`config.mk`:
```
export PLATFORM = sky130hd
export DESIGN_NAME = vga_box_renderer
export DESIGN_NICKNAME = d
export VERILOG_FILES = /design/src/rtl/vga_pkg.sv /design/src/rtl/vga_pipe_delay.sv /design/src/rtl/vga_box_renderer.sv
export SDC_FILE = /design/constraint.sdc
export NUM_CORES = 1
export LEC_CHECK = 0
export ABC_AREA = 1
export CORE_UTILIZATION = 51
export DETAILED_ROUTE_END_ITERATION = 10
export GPL_ROUTABILITY_DRIVEN = 0
export PLACE_DENSITY = 0.8
export SLEW_MARGIN = 20
export SYNTH_ARGS = -nofsm -noshare
export SYNTH_HDL_FRONTEND = slang
export SYNTH_SLANG_ARGS = --single-unit
```
`constraint.sdc`:
```
create_clock -name clk_25 -period 2.75 [get_ports clk_25]
set_clock_uncertainty 0.15 [all_clocks]
set_input_delay 0.6875 -clock clk_25 [delete_from_list [all_inputs] [get_ports clk_25]]
set_output_delay 0.6875 -clock clk_25 [all_outputs]
set_load 0.1 [all_outputs]
```
`src/rtl/vga_pkg.sv`:
```
// rtl/vga_pkg.sv - shared 640x480 timing constants, colour type and colour constants
package vga_pkg;

  localparam int H_VISIBLE  = 640;
  localparam int V_VISIBLE  = 480;
  localparam int H_TOTAL    = 800;
  localparam int V_TOTAL    = 525;
  localparam int CW         = 11;
  localparam int BLINK_LOG2 = 5;

  typedef logic [23:0] rgb_t;

  localparam rgb_t COLOR_RED   = 24'hFF0000;
  localparam rgb_t COLOR_BLACK = 24'h000000;

  function automatic logic [CW-1:0] clamp_coord(input logic [CW-1:0] val,
                                                input logic [CW-1:0] max_val);
    return (val > max_val) ? max_val : val;
  endfunction

endpackage

```
`src/rtl/vga_pipe_delay.sv`:
```
// rtl/vga_pipe_delay.sv - N-stage, W-bit shift register with a parameterized reset value
module vga_pipe_delay #(
  parameter int           N       = 2,
  parameter int           W       = 1,
  parameter logic [W-1:0] RST_VAL = '0
) (
  input  logic         clk_i,
  input  logic         rst_n_i,
  input  logic [W-1:0] d_i,
  output logic [W-1:0] q_o
);

  logic [W-1:0] stage_q [N];

  always_ff @(posedge clk_i or negedge rst_n_i) begin
    if (!rst_n_i) begin
      for (int i = 0; i < N; i++) stage_q[i] <= RST_VAL;
    end else begin
      stage_q[0] <= d_i;
      for (int i = 1; i < N; i++) stage_q[i] <= stage_q[i-1];
    end
  end

  assign q_o = stage_q[N-1];

endmodule

```
`src/rtl/vga_box_renderer.sv`:
```
// rtl/vga_box_renderer.sv - two-stage box-over-background pixel stage with tear-free move port
// Optional blinking box compiled in with VGA_BOX_BLINK_EN.
module vga_box_renderer
  import vga_pkg::*;
#(
  parameter int   BOX_W     = 32,
  parameter int   BOX_H     = 32,
  parameter int   INIT_X    = 304,
  parameter int   INIT_Y    = 224,
  parameter rgb_t BOX_COLOR = COLOR_RED,
  parameter rgb_t BG_COLOR  = COLOR_BLACK
) (
  input  logic          clk_25,
  input  logic          reset_n,
  input  logic [CW-1:0] h_count,
  input  logic [CW-1:0] v_count,
  input  logic          h_sync_in,
  input  logic          v_sync_in,
  input  logic          move_valid,
  input  logic [CW-1:0] move_x,
  input  logic [CW-1:0] move_y,
  output logic          move_ready,
  output logic          h_sync,
  output logic          v_sync,
  output logic [7:0]    red,
  output logic [7:0]    green,
  output logic [7:0]    blue,
  output logic          blank_n,
  output logic          frame_tick
);

  localparam logic [CW-1:0] MAX_X = CW'(H_VISIBLE - BOX_W);
  localparam logic [CW-1:0] MAX_Y = CW'(V_VISIBLE - BOX_H);

  logic [CW-1:0] box_x_q, box_x_d, box_y_q, box_y_d;
  logic [CW-1:0] pend_x_q, pend_x_d, pend_y_q, pend_y_d;
  logic          pend_full_q, pend_full_d;
  logic          tick_q, tick_d;
  logic          commit, transfer, shown;

  logic          vis_s1_q, hit_s1_q;
  logic          vis_c, hit_c;
  logic [11:0]   x_end_c, y_end_c;
  rgb_t          rgb_q, rgb_d;
  logic          blank_q;

  // Commit is sampled on the first blanking line so a new position never tears a frame.
  assign commit   = (h_count == '0) && (v_count == CW'(V_VISIBLE));
  assign transfer = move_valid && !pend_full_q;

  always_comb begin
    box_x_d     = box_x_q;
    box_y_d     = box_y_q;
    pend_x_d    = pend_x_q;
    pend_y_d    = pend_y_q;
    pend_full_d = pend_full_q;
    tick_d      = commit;
    if (commit && pend_full_q) begin
      box_x_d     = pend_x_q;
      box_y_d     = pend_y_q;
      pend_full_d = 1'b0;
    end
    // A transfer only happens with the slot empty, so it never races a consuming commit.
    if (transfer) begin
      pend_x_d    = clamp_coord(move_x, MAX_X);
      pend_y_d    = clamp_coord(move_y, MAX_Y);
      pend_full_d = 1'b1;
    end
  end

  always_ff @(posedge clk_25 or negedge reset_n) begin
    if (!reset_n) begin
      box_x_q     <= CW'(INIT_X);
      box_y_q     <= CW'(INIT_Y);
      pend_x_q    <= '0;
      pend_y_q    <= '0;
      pend_full_q <= 1'b0;
      tick_q      <= 1'b0;
    end else begin
      box_x_q     <= box_x_d;
      box_y_q     <= box_y_d;
      pend_x_q    <= pend_x_d;
      pend_y_q    <= pend_y_d;
      pend_full_q <= pend_full_d;
      tick_q      <= tick_d;
    end
  end

`ifdef VGA_BOX_BLINK_EN
  logic [BLINK_LOG2:0] blink_q, blink_d;

  always_comb begin
    blink_d = blink_q;
    if (commit) blink_d = blink_q + 1'b1;
  end

  always_ff @(posedge clk_25 or negedge reset_n) begin
    if (!reset_n) blink_q <= '0;
    else          blink_q <= blink_d;
  end

  assign shown = !blink_q[BLINK_LOG2];
`else
  assign shown = 1'b1;
`endif

  // 12-bit ends: clamping keeps box_x+BOX_W <= H_VISIBLE, so no overflow.
  always_comb begin
    x_end_c = {1'b0, box_x_q} + 12'(BOX_W);
    y_end_c = {1'b0, box_y_q} + 12'(BOX_H);
    vis_c   = (h_count < CW'(H_VISIBLE)) && (v_count < CW'(V_VISIBLE));
    hit_c   = ({1'b0, h_count} >= {1'b0, box_x_q}) && ({1'b0, h_count} < x_end_c) &&
              ({1'b0, v_count} >= {1'b0, box_y_q}) && ({1'b0, v_count} < y_end_c) &&
              shown;
  end

  always_comb begin
    rgb_d = '0;
    if (vis_s1_q) rgb_d = hit_s1_q ? BOX_COLOR : BG_COLOR;
  end

  always_ff @(posedge clk_25 or negedge reset_n) begin
    if (!reset_n) begin
      vis_s1_q <= 1'b0;
      hit_s1_q <= 1'b0;
      rgb_q    <= '0;
      blank_q  <= 1'b0;
    end else begin
      vis_s1_q <= vis_c;
      hit_s1_q <= hit_c;
      rgb_q    <= rgb_d;
      blank_q  <= vis_s1_q;
    end
  end

  vga_pipe_delay #(
    .N       (2),
    .W       (2),
    .RST_VAL (2'b11)
  ) u_sync_delay (
    .clk_i   (clk_25),
    .rst_n_i (reset_n),
    .d_i     ({h_sync_in, v_sync_in}),
    .q_o     ({h_sync, v_sync})
  );

  assign move_ready = !pend_full_q;
  assign frame_tick = tick_q;
  assign red        = rgb_q[23:16];
  assign green      = rgb_q[15:8];
  assign blue       = rgb_q[7:0];
  assign blank_n    = blank_q;

endmodule

```
## After elaboration in Yosys (flattened, before gate mapping)

Index checks and enable logic that the tools add are counted.

- Output and inout bits: 29
- ROM bits: 0
- Memories: 0
- Logic and storage cells: 39
- Input bits: 49
- Latch bits: 0
- Memory bits (writable): 0
- Register bits: 77

- Multiplexer cells: 6
- Add/sub/neg operators: 2
- Shifts and indexed selects: 0
- Bitwise logic cells: 0
- Div/mod/pow operators: 0
- Equality and inequality tests: 1
- Reduce and logical (&&, ||, !) cells: 10
- Multiply operators: 0
- $lt $le $gt $ge: 8

Operators by type and width:

| kind | number |
|---|---|
| 24-bit 2-to-1 mux | 2 |
| 11-bit by 6-bit adder with 12-bit output (second input constant) | 2 |
| 11-bit by 12-bit < comparator with 1-bit output | 2 |
| 11-bit >= comparator | 2 |
| 11-bit 2-to-1 mux | 2 |
| 11-bit by 9-bit equality test with 1-bit output (second input constant) | 1 |
| 11-bit by 10-bit > comparator with 1-bit output (second input constant) | 1 |
| 11-bit by 9-bit > comparator with 1-bit output (second input constant) | 1 |
| 11-bit logical NOT | 1 |
| 11-bit by 10-bit < comparator with 1-bit output (second input constant) | 1 |
| 11-bit by 9-bit < comparator with 1-bit output (second input constant) | 1 |
| 1-bit logical AND | 7 |
| 1-bit 2-to-1 mux | 2 |
| 2-bit nonzero test | 1 |
| 1-bit logical NOT | 1 |

## Longest topological paths before layout

Gate-level depths: netlist of the first run.

- Depth in word-level cells: 5
- Depth in mapped cells: 13
- Gate-level depth less buffers: 13

## Modules after synthesis

Synthesis of the first run repeated with hierarchy kept, for this count alone.

- Cells, all modules: 466
- Area, all modules: 3567.2 µm²

By module, submodules not included:

| module | times used | sequential area each (µm²) | area each (µm²) | cells an instance |
|---|---|---|---|---|
| vga_box_renderer | 1 | 1258.7 | 3447.1 | 460 |
| vga_pipe_delay | 1 | 105.1 | 120.1 | 6 |

## Worst setup path before layout of the first run

No wires, ideal clock.

- Path kind: register -> output
- Start: register rgb_q[22] (netlist name)
- End: output port red[1]
- Arrival: 1.424 ns
- Required time: 1.913 ns
- Stages on the path, launching flop included: 2
- Path buffers: 1
- Slack: 0.489 ns
- Cells stage by stage: dfrtp_1 buf_4

RTL lines:

| element | line | text |
|---|---|---|
| end, declared | vga_box_renderer.sv:25 | `output logic [7:0] red,` |

## Final worst setup path of the first run

- Start: input port h_count[7]
- End: register box_x_q[0]

- Cells in the longest elaborated chain, start to end: 3

Ends and longest elaborated chain:

| element | line | text |
|---|---|---|
| start, declared | vga_box_renderer.sv:15 | `input logic [CW-1:0] h_count,` |
| 11-bit logical NOT | vga_box_renderer.sv:48 | `assign commit = (h_count == '0) && (v_count == CW'(V_VISIBLE));` |
| 1-bit logical AND | vga_box_renderer.sv:48 |  |
| 1-bit logical AND | vga_box_renderer.sv:58 | `if (commit && pend_full_q) begin` |
| end signal, assigned | vga_box_renderer.sv:73 | `box_x_q <= CW'(INIT_X);` |
| end signal, assigned | vga_box_renderer.sv:80 | `box_x_q <= box_x_d;` |
| end, declared | vga_box_renderer.sv:35 | `logic [CW-1:0] box_x_q, box_x_d, box_y_q, box_y_d;` |

Every way passes these cells.
A chain may end at the register's enable or synchronous reset.

==> flow_summary.json, run 1 <==
{
  "clock_path_buffers": 2,
  "cp-startpoint": "h_count[7]",
  "grt_pass1_wl_um": 12200,
  "worstRegToRegCells": 13,
  "cp.arrival_ps": 2300,
  "grt_use_total_pct": 20.7,
  "cp-endpoint": "box_x_q[0]",
  "synth_area_um2": 3550,
  "root_buffer": "clkbuf_8",
  "cts_sinks": 54,
  "crit_path_end_kind": "register",
  "path_cells": "clkdlybuf4s50_1 -> or2_1 -> nor2_2 -> nand3_2 -> nor3_4 -> buf_4 -> nand3_1 -> nand2_1",
  "drcViolationCount": 0,
  "numCtsBuffers": 5,
  "crit_buf_inv": 2,
  "cts.repair.resized": 0,
  "drv_slew": 0,
  "top_usage_layer": "met2",
  "fmax_mhz": 455,
  "reg2reg_from": "box_x_q[5]",
  "detail-route-antenna-nets": 0,
  "use_met3_pct": 3.70,
  "fp.dieW_um": 85.5,
  "synth_top_family_by_area": "simple AND/OR/NAND/NOR gates",
  "grt_pass1_vias": 2888,
  "status": "finished clean",
  "path_delay_family": "simple AND/OR/NAND/NOR gates",
  "die_y_um": 85.5,
  "path_clk_slew_ps": 100,
  "drtPass1Iterations": 4,
  "slowest_delay_ps": 460,
  "crit_type": "input port to register",
  "die_area_um2": 7300,
  "vias": 2953,
  "io_buffers": 61,
  "hold_viol": 0,
  "rsz0062_at_grt": "false",
  "cts_hold_buf": 0,
  "worstSetupStartpointType": "input port",
  "cts_max_level": 2,
  "netlist_instances": 464,
  "synth_compound_area_share_pct": 5.18,
  "muxShareOfSynthArea_pct": 0,
  "max_slew.worst_pin.slew_ps": 922,
  "r2r_setup_slack_ps": 660,
  "syn_avg_cell_area_um2": 7.66,
  "drive_gt1_share_pct": 8.08,
  "n_fill_cell": 647,
  "peakVddDrop_mv": 0.232,
  "ys_seq_elements": 54,
  "ys.warnings.count": 0,
  "setup_viol": 0,
  "antenna_found_initial": 0,
  "antenna_cells": 0,
  "worst-path-stages": 8,
  "rows": 30,
  "design.core.area_um2": 6760,
  "tns_ps": 0,
  "met1_usage_pct": 26.4,
  "met2_usage_pct": 35.4,
  "overflow": 0,
  "post-place-cells": 592,
  "drt_iter0_markers": 95,
  "yosys.area_share.simple_pct": 29.3,
  "area_delta_synth_final_pct": 18.3,
  "r2r_end": "hit_s1_q",
  "crit_fanout": 24,
  "cap_viol_max_count": 0,
  "hp-class": "register to register",
  "period_needed_ps": 2200,
  "dp_hpwl_um": 5590,
  "wirelength_um": 6920,
  "critPathSlowestCell": "clkdlybuf4s50_1",
  "yosysSeqAreaShare_pct": 38.4,
  "power.leakage_nw": 2.13,
  "ios": 78,
  "vias_per_cell": 4.92,
  "post_cts_buffers": 0,
  "fin_nets": 604,
  "clk_latency_ps": 310,
  "wl_per_cell_um": 11.5,
  "synthXorXnorAreaFrac_pct": 1.97,
  "grt_max_degree": 44,
  "initial_utilization_pct": 52.6,
  "ys_types": 31,
  "slew_headroom_pct": 38.5,
  "cp.required_ps": 2850,
  "synth_fa_ha_area_share_pct": 12.7,
  "cts_tree": "built",
  "finalNonFillerCells": 600,
  "pwr_density_cell_nw_per_um2": 411,
  "fin_crit_sh_pct": 80.0
}
cell usage after synthesis:
library cell	n	share of area (%)
dfrtp_1	44	31
nor2_1	50	5.3
nor3b_1	2	0.42
nor3_1	4	0.56
inv_1	51	5.4
or2_1	1	0.18
nand3_2	1	0.28
o21a_1	1	0.21
nor3_4	1	0.46
xnor2_1	2	0.49
a21o_1	2	0.42
a211oi_1	1	0.21
nand2_4	1	0.32
ha_1	36	13
clkbuf_1	3	0.32
nand4_1	5	0.88
dfstp_2	10	7.4
buf_4	24	5.1
o21ai_0	10	1.4
o211ai_1	1	0.21
a21oi_1	15	2.1
xor2_1	6	1.5
nand2_1	139	15
o21bai_1	2	0.42
buf_6	4	1.3
a31oi_1	1	0.18
conb_1	1	0.11
nand3_1	42	5.9
nor2_2	1	0.18
buf_2	2	0.28
or2_2	1	0.18
placed cells by master, fill, tap and decap left out, drive strengths merged:
| master | Yosys | routed |
|---|---|---|
| inv | 51 | 52 |
| o211ai | 1 | 1 |
| xnor2 | 2 | 2 |
| nand3 | 43 | 43 |
| dfrtp | 44 | 44 |
| conb | 1 | 16 |
| nor2 | 51 | 51 |
| o21a | 1 | 1 |
| dfstp | 10 | 10 |
| xor2 | 6 | 6 |
| or2 | 2 | 2 |
| a21oi | 15 | 15 |
| nand4 | 5 | 5 |
| nor3b | 2 | 2 |
| a21o | 2 | 2 |
| ha | 36 | 36 |
| clkbuf | 3 | 5 |
| buf | 30 | 19 |
| bufinv | 0 | 1 |
| clkinv | 0 | 1 |
| a31oi | 1 | 1 |
| o21bai | 2 | 2 |
| nor3 | 5 | 5 |
| a211oi | 1 | 1 |
| o21ai | 10 | 10 |
| nand2 | 140 | 140 |
| clkdlybuf4s50 | 0 | 47 |
worst min-delay path by stage:
stage / startpoint / slack (ps) / end / cells past startpoint
after global routing: u_sync_delay.stage_q[2] / 220 / u_sync_delay.q_o[0] / 0
after CTS: u_sync_delay.stage_q[2] / 210 / u_sync_delay.q_o[0] / 0
final: u_sync_delay.stage_q[2] / 210 / u_sync_delay.q_o[0] / 0
after global placement: u_sync_delay.stage_q[2] / 200 / u_sync_delay.q_o[0] / 0
after floorplan: u_sync_delay.stage_q[2] / 200 / u_sync_delay.q_o[0] / 0
after detailed placement: u_sync_delay.stage_q[2] / 200 / u_sync_delay.q_o[0] / 0
power breakdown:
group	switching (mW)	total (mW)	leakage, nW	internal, mW
combinational	0.223	0.340	1.38	0.117
sequential	0.0140	0.837	0.692	0.822
clock	0.272	0.549	0.0587	0.276
routing by layer:
| layer | wire (um) | vias up |
|---|---|---|
| met5 | 0 | - |
| met4 | 110 | 0 |
| li1 | - | 1541 |
| met1 | 3290 | 1325 |
| met3 | 253 | 10 |
| met2 | 3270 | 77 |
sequential cells by signal, indices dropped and copies added (netlist names):
register,count
vis_s1_q,1
box_x_q,11
u_sync_delay.stage_q,2
pend_x_q,11
pend_y_q,11
u_sync_delay.q_o,2
hit_s1_q,1
rgb_q,1
box_y_q,11
blank_n,1
frame_tick,1
pend_full_q,1
final cells by class:
class	count	area, um^2	area share, %
repair buffers	66	623	14.8
flip-flops and latches	54	1360	32.5
clock buffers	5	68.8	1.64
multi-input cells	341	1810	43.0
clock inverters	3	47.5	1.13
well taps	80	100	2.38
inverters	51	191	4.56
metrics by stage:
step / hold WS (ps) / area (um^2) / utilization, % / power [mW] / setup slack (ps)
2_1_floorplan: 195 / 3610 / - / 1.08 / 489
3_3_place_gp: 195 / 4090 / 60.5 / 1.18 / 300
3_5_place_dp: 200 / 4090 / 60.5 / 1.19 / 233
4_1_cts: 215 / 4200 / 62.2 / 1.74 / 553
5_1_grt: 218 / 4200 / 62.2 / 1.80 / 394
6_report: 213 / 4200 / 62.2 / 1.73 / 551
logic make-up (layout without fill, tap and decap cells):
family          count (synthesis)  count (layout)
simple gates                  248             248
buf+inv                        84             125
flops                          54              54
other cells                     1              16
fa+ha+maj                      36              36
compound gates                 33              33
xor+xnor                        8               8
No activity file was read; power rests on OpenSTA's default activity.
==> run 2: changes to the inputs <==
- CORE_UTILIZATION: 51 -> 46
- PLACE_DENSITY: 0.8 -> 0.77
- clock period: 2.75 -> 1.83 ns (I/O delays scaled with it)
==> run 2 against run 1 <==
- the run now ends with negative setup slack left
- die area up 11%
- sequential cell count is the same
- first-iteration DRC count increased by 26%
- utilization rose by 2.7 points
- total power is 48% higher
- design area rose by 14%
- combinational power rose by 62%
- register-to-register slack got worse by 850 ps
- non-clock buffer count up 38
- global-route usage decreased by 0.085 points
- hold slack is essentially flat
- clock power rose by 36%
- largest power group unchanged
==> flow_summary.json, run 2 (synthesis gave the netlist of run 1 again) <==
{
  "cts_max_level": 2,
  "hold_ws_ps": 213,
  "vias_per_cell": 4.84,
  "critPathSlowestCell": "dfstp_2",
  "grt_max_degree": 28,
  "cts_tree": "built",
  "sw_frac_of_total_pct": 31.0,
  "preCtsSetupSlack_ps": -370,
  "rows": 31,
  "wl_per_cell_um": 11.8,
  "clk_latency_ps": 320,
  "cap_viol_max_count": 0,
  "met2_usage_pct": 36.1,
  "setup_viol": 23,
  "combPwrFrac_pct": 21.6,
  "cp.required_ps": 1930,
  "fmax_mhz": 496,
  "pwr_density_cell_nw_per_um2": 534,
  "power.switching_mw": 0.791,
  "numCtsBuffers": 5,
  "grt_pass1_wl_um": 13600,
  "finalInstanceArea_um2": 4780,
  "fin_ws_ps": -186,
  "clkPwrFrac_pct": 29.1,
  "path_cells": "ha_4 -> nand3_2 -> xor2_1 -> ha_1 -> nand2_1 -> nand2_1 -> nand2_1 -> nand2_1 -> nand2_1 -> nand2_1 -> nor2_1 -> nand3_1 -> nor2_1",
  "path_clk_slew_ps": 100,
  "period_needed_ps": 2020,
  "min_from": "u_sync_delay.stage_q[3]",
  "peakVddDrop_mv": 0.305,
  "overflow": 0,
  "die_y_um": 89.9,
  "p_int_mw": 1.76,
  "mostFrequentLayoutCells": "nand2_1 (136), inv_1 (49), nor2_1 (49)",
  "antenna_found_initial": 0,
  "drtPass1Iterations": 4,
  "hold-path-endpoint": "u_sync_delay.q_o[1]",
  "crit_path_end_kind": "register",
  "fp.dieW_um": 89.9,
  "placed_area_um2": 4530,
  "root_buffer": "clkbuf_8",
  "slowest_delay_ps": 580,
  "grt_pass1_vias": 3043,
  "failed_checks": "negative setup slack",
  "crit_fanout": 3,
  "crit_type": "register to register",
  "ios": 78,
  "initial_utilization_pct": 48.2,
  "dp_hpwl_um": 6060,
  "use_met3_pct": 3.05,
  "io_buffers": 61,
  "hold_viol": 0,
  "cp.arrival_ps": 2120,
  "detail-route-antenna-nets": 0,
  "die_area_um2": 8080,
  "r2r_end": "hit_s1_q",
  "area_delta_synth_final_pct": 34.7,
  "rsz0062_at_grt": "true",
  "met1_usage_pct": 25.8,
  "hp-class": "register to register",
  "final_common_cell": "nand2_1",
  "holdPathStages": 0,
  "p_seq_share_pct": 49.3,
  "vias": 3191,
  "reg2reg_from": "box_x_q[5]",
  "power.leakage_nw": 2.36,
  "status": "finished with violations",
  "clock_path_buffers": 2,
  "drv_slew": 0,
  "drive_gt1_share_pct": 17.3,
  "worstSetupStartpointType": "register",
  "wirelength_um": 7800,
  "fin_crit_sh_pct": 110,
  "drcViolationCount": 0,
  "antenna_cells": 0,
  "fin_nets": 644,
  "cp_common_cell": "nand2_1",
  "worstRegToRegCells": 13,
  "r2r_setup_slack_ps": -190,
  "drt_iter0_markers": 120,
  "cts_sinks": 54,
  "design.core.area_um2": 7370,
  "n_fill_cell": 607,
  "grt_use_total_pct": 20.6,
  "top_usage_layer": "met2"
}
## run 2: cell count changes in the layout (fill, tap and decap cells not counted), sizes merged
cell / delta
buf: +37
clkdlybuf4s50: -8
dlygate4sd2: +8
nand2: +2
bufinv: -1
clkbuf: +1
clkinv: -1
clkinvlp: +1
dlygate4sd3: +1
## run 2: per-layer routing
| layer | share of wire [%] | vias to the layer above |
|---|---|---|
| met1 | 45 | 1455 |
| met5 | 0 | - |
| met2 | 49 | 96 |
| met4 | 2.0 | 0 |
| met3 | 4.2 | 12 |
| li1 | - | 1628 |
## run 2: cell type report
| class | count | area, um^2 | area share (%) |
|---|---|---|---|
| multi-input combinational | 343 | 1920 | 40.2 |
| sequential | 54 | 1370 | 28.6 |
| timing repair buffer | 104 | 1070 | 22.5 |
| inverter | 51 | 195 | 4.08 |
| tap | 99 | 124 | 2.59 |
| clock buffer | 6 | 82.6 | 1.73 |
| clock inverter | 2 | 20.0 | 0.419 |
## run 2: repair_timing
action	CTS	global route
gates cloned	2	0
buffers inserted	7	0
resized for setup	27	0
hold buffers	1	0
pin swaps	12	0
endpoints found under the hold margin	12	0
setup endpoints to repair	20	25
## run 2: worst max-delay path, delay by kind of cell, from the launching register on
family | cells | cell delay, ps
adder cells (fa/ha/maj) | 2 | 430
AND/OR/NAND/NOR | 10 | 610
flip-flops | 1 | 580
XOR/XNOR | 1 | 190
## run 2: how the worst max path moves through the flow
stage           startpoint          end  slack [ps]  cells after the start
4_1_cts         box_x_q[5]     hit_s1_q        -160                     13
6_report        box_x_q[5]     hit_s1_q        -190                     13
5_1_grt         box_x_q[5]     hit_s1_q        -410                     13
3_5_place_dp    h_count[7]  box_y_q[10]        -370                      8
3_3_place_gp   h_count[10]     hit_s1_q        -320                     10
2_1_floorplan   box_x_q[5]     hit_s1_q         -80                     13
## run 2: per-stage QoR
step	TNS, ps	total power, mW	instances	utilization, %
after floorplan	-82.8	1.62	479	-
after global placement	-7900	1.82	641	61.4
after detailed placement	-9390	1.83	641	61.4
after CTS	-168	2.57	659	64.9
after global routing	-3330	2.67	659	64.9
final	-955	2.56	659	64.9
## run 2: power groups by stage
stage / logic (mW) / clock network, mW / registers, mW
4_1_cts: 0.553 / 0.754 / 1.26
2_1_floorplan: 0.326 / 0 / 1.30
3_5_place_dp: 0.548 / 0 / 1.28
6_report: 0.552 / 0.744 / 1.26
3_3_place_gp: 0.535 / 0 / 1.28
5_1_grt: 0.605 / 0.804 / 1.26
==> run 3: changes to the inputs <==
- ABC_CLOCK_PERIOD_IN_PS: not set -> 1830
- GPL_ROUTABILITY_DRIVEN: 0 -> not set
==> run 3 against run 2 <==
- the flow still finishes with violations (negative setup slack)
- total power decreased by 0.96%
- hold slack got worse by 0.61 ps
- non-clock buffer count decreased by 1
- design area decreased by 0.29%
- combinational power decreased by 1%
- global-route usage decreased by 0.46 points
- sequential cell count unchanged
- cell count decreased by 0.15%
==> flow_summary.json, run 3 (synthesis gave the netlist of run 1 again) <==
{
  "peakVddDrop_mv": 0.369,
  "fin_crit_sh_pct": 109,
  "dp_hpwl_um": 6010,
  "fp.dieW_um": 89.9,
  "hold_ws_ps": 212,
  "vias": 3160,
  "cts_sinks": 54,
  "root_buffer": "clkbuf_8",
  "pwr_density_cell_nw_per_um2": 531,
  "status": "finished with violations",
  "numCtsBuffers": 5,
  "rsz0062_at_grt": "true",
  "wirelength_um": 7730,
  "antenna_cells": 0,
  "fin_ws_ps": -168,
  "crit_fanout": 4,
  "detail-route-antenna-nets": 0,
  "drv_slew": 0,
  "final_util_pct": 64.7,
  "wl_per_cell_um": 11.7,
  "grt_use_total_pct": 20.1,
  "clock_path_buffers": 2,
  "n_fill_cell": 626,
  "area_delta_synth_final_pct": 34.3,
  "setup_viol": 18,
  "worstSetupStartpointType": "register",
  "grt_pass1_vias": 3030,
  "vias_per_cell": 4.80,
  "tns_ps": -872,
  "drtPass1Iterations": 5,
  "failed_checks": "negative setup slack",
  "die_y_um": 89.9,
  "cap_viol_max_count": 0,
  "cp.arrival_ps": 2100,
  "cts_tree": "built",
  "ios": 78,
  "overflow": 0,
  "rows": 31,
  "total_power_mw": 2.53,
  "antenna_found_initial": 0,
  "cts_max_level": 2,
  "fin_nets": 643,
  "drcViolationCount": 0,
  "period_needed_ps": 2000,
  "place_congestion": 0.849,
  "crit_type": "register to register",
  "design.core.area_um2": 7370,
  "die_area_um2": 8080,
  "fmax_mhz": 500,
  "drt_iter0_markers": 93,
  "power.leakage_nw": 2.37,
  "hp-class": "register to register",
  "drive_gt1_share_pct": 17.2,
  "path_clk_slew_ps": 110,
  "grt_pass1_wl_um": 13600,
  "final_common_cell": "nand2_1",
  "io_buffers": 61,
  "preCtsSetupSlack_ps": -389,
  "cp.required_ps": 1930,
  "crit_path_end_kind": "register",
  "clk_latency_ps": 310,
  "mostFrequentLayoutCells": "nand2_1 (135), inv_1 (49), nor2_1 (45)",
  "hold_viol": 0,
  "grt_max_degree": 28,
  "initial_utilization_pct": 48.2
}
-- run 3: layout make-up --
cell class                      count  area (um^2)  area share [%]
Multi-Input combinational cell    343         1890            39.6
Sequential cell                    54         1370            28.6
Timing Repair Buffer              103         1090            22.9
Inverter                           51          195            4.09
Tap cell                           99          124            2.60
Clock buffer                        6         82.6            1.73
Clock inverter                      2         20.0           0.420
-- run 3: through the flow --
step	cell area [um^2]	instances
after floorplan	3640	479
after global placement	4530	642
after detailed placement	4530	642
after CTS	4760	657
after global routing	4770	658
final	4770	658
-- run 3: path summary, 6_finish.rpt --
kind,start,end,slack [ps],cells after the start
setup reg to reg,box_y_q[6],hit_s1_q,-170,9
min in group asynchronous,reset_n,box_y_q[1],450,2
setup / recovery,box_y_q[6],hit_s1_q,-170,9
hold / removal,u_sync_delay.stage_q[3],u_sync_delay.q_o[1],210,0
hold reg to reg,u_sync_delay.stage_q[3],u_sync_delay.q_o[1],210,0
max in group asynchronous,reset_n,u_sync_delay.stage_q[2],480,3
-- run 3: worst max-delay path: stages, from the launching register on --
cell and delay [ps]:
dfstp_2 580, ha_2 210, nand3_1 90, xor2_1 160
ha_1 300, a21oi_1 140, nor2_1 70, nor2_1 100
nand3_1 70, nor2_1 90
-- run 3: where the power goes --
part,switching [mW],internal (mW),leakage (nW),total (mW)
Clock,0.403,0.322,0.0537,0.725
Combinational,0.346,0.200,1.63,0.546
Sequential,0.0234,1.24,0.690,1.26
Total,0.773,1.76,2.37,2.53
-- run 3: metal layers --
metal / vias to the layer above / track usage (%) / share of wire, %
met1: 1419 / 26.3 / 44
met4: 0 / 6.59 / 2.3
met2: 101 / 34.4 / 49
li1: 1623 / - / -
met5: - / 0 / 0
met3: 17 / 3.05 / 5.0
-- run 3: what timing repair did --
action,in CTS,in global routing
hold buffers,1,0
pin swaps,13,0
resized for setup,26,1
endpoints found under the hold margin,12,0
buffers inserted,3,1
setup endpoints to repair,21,25
cloned,3,0
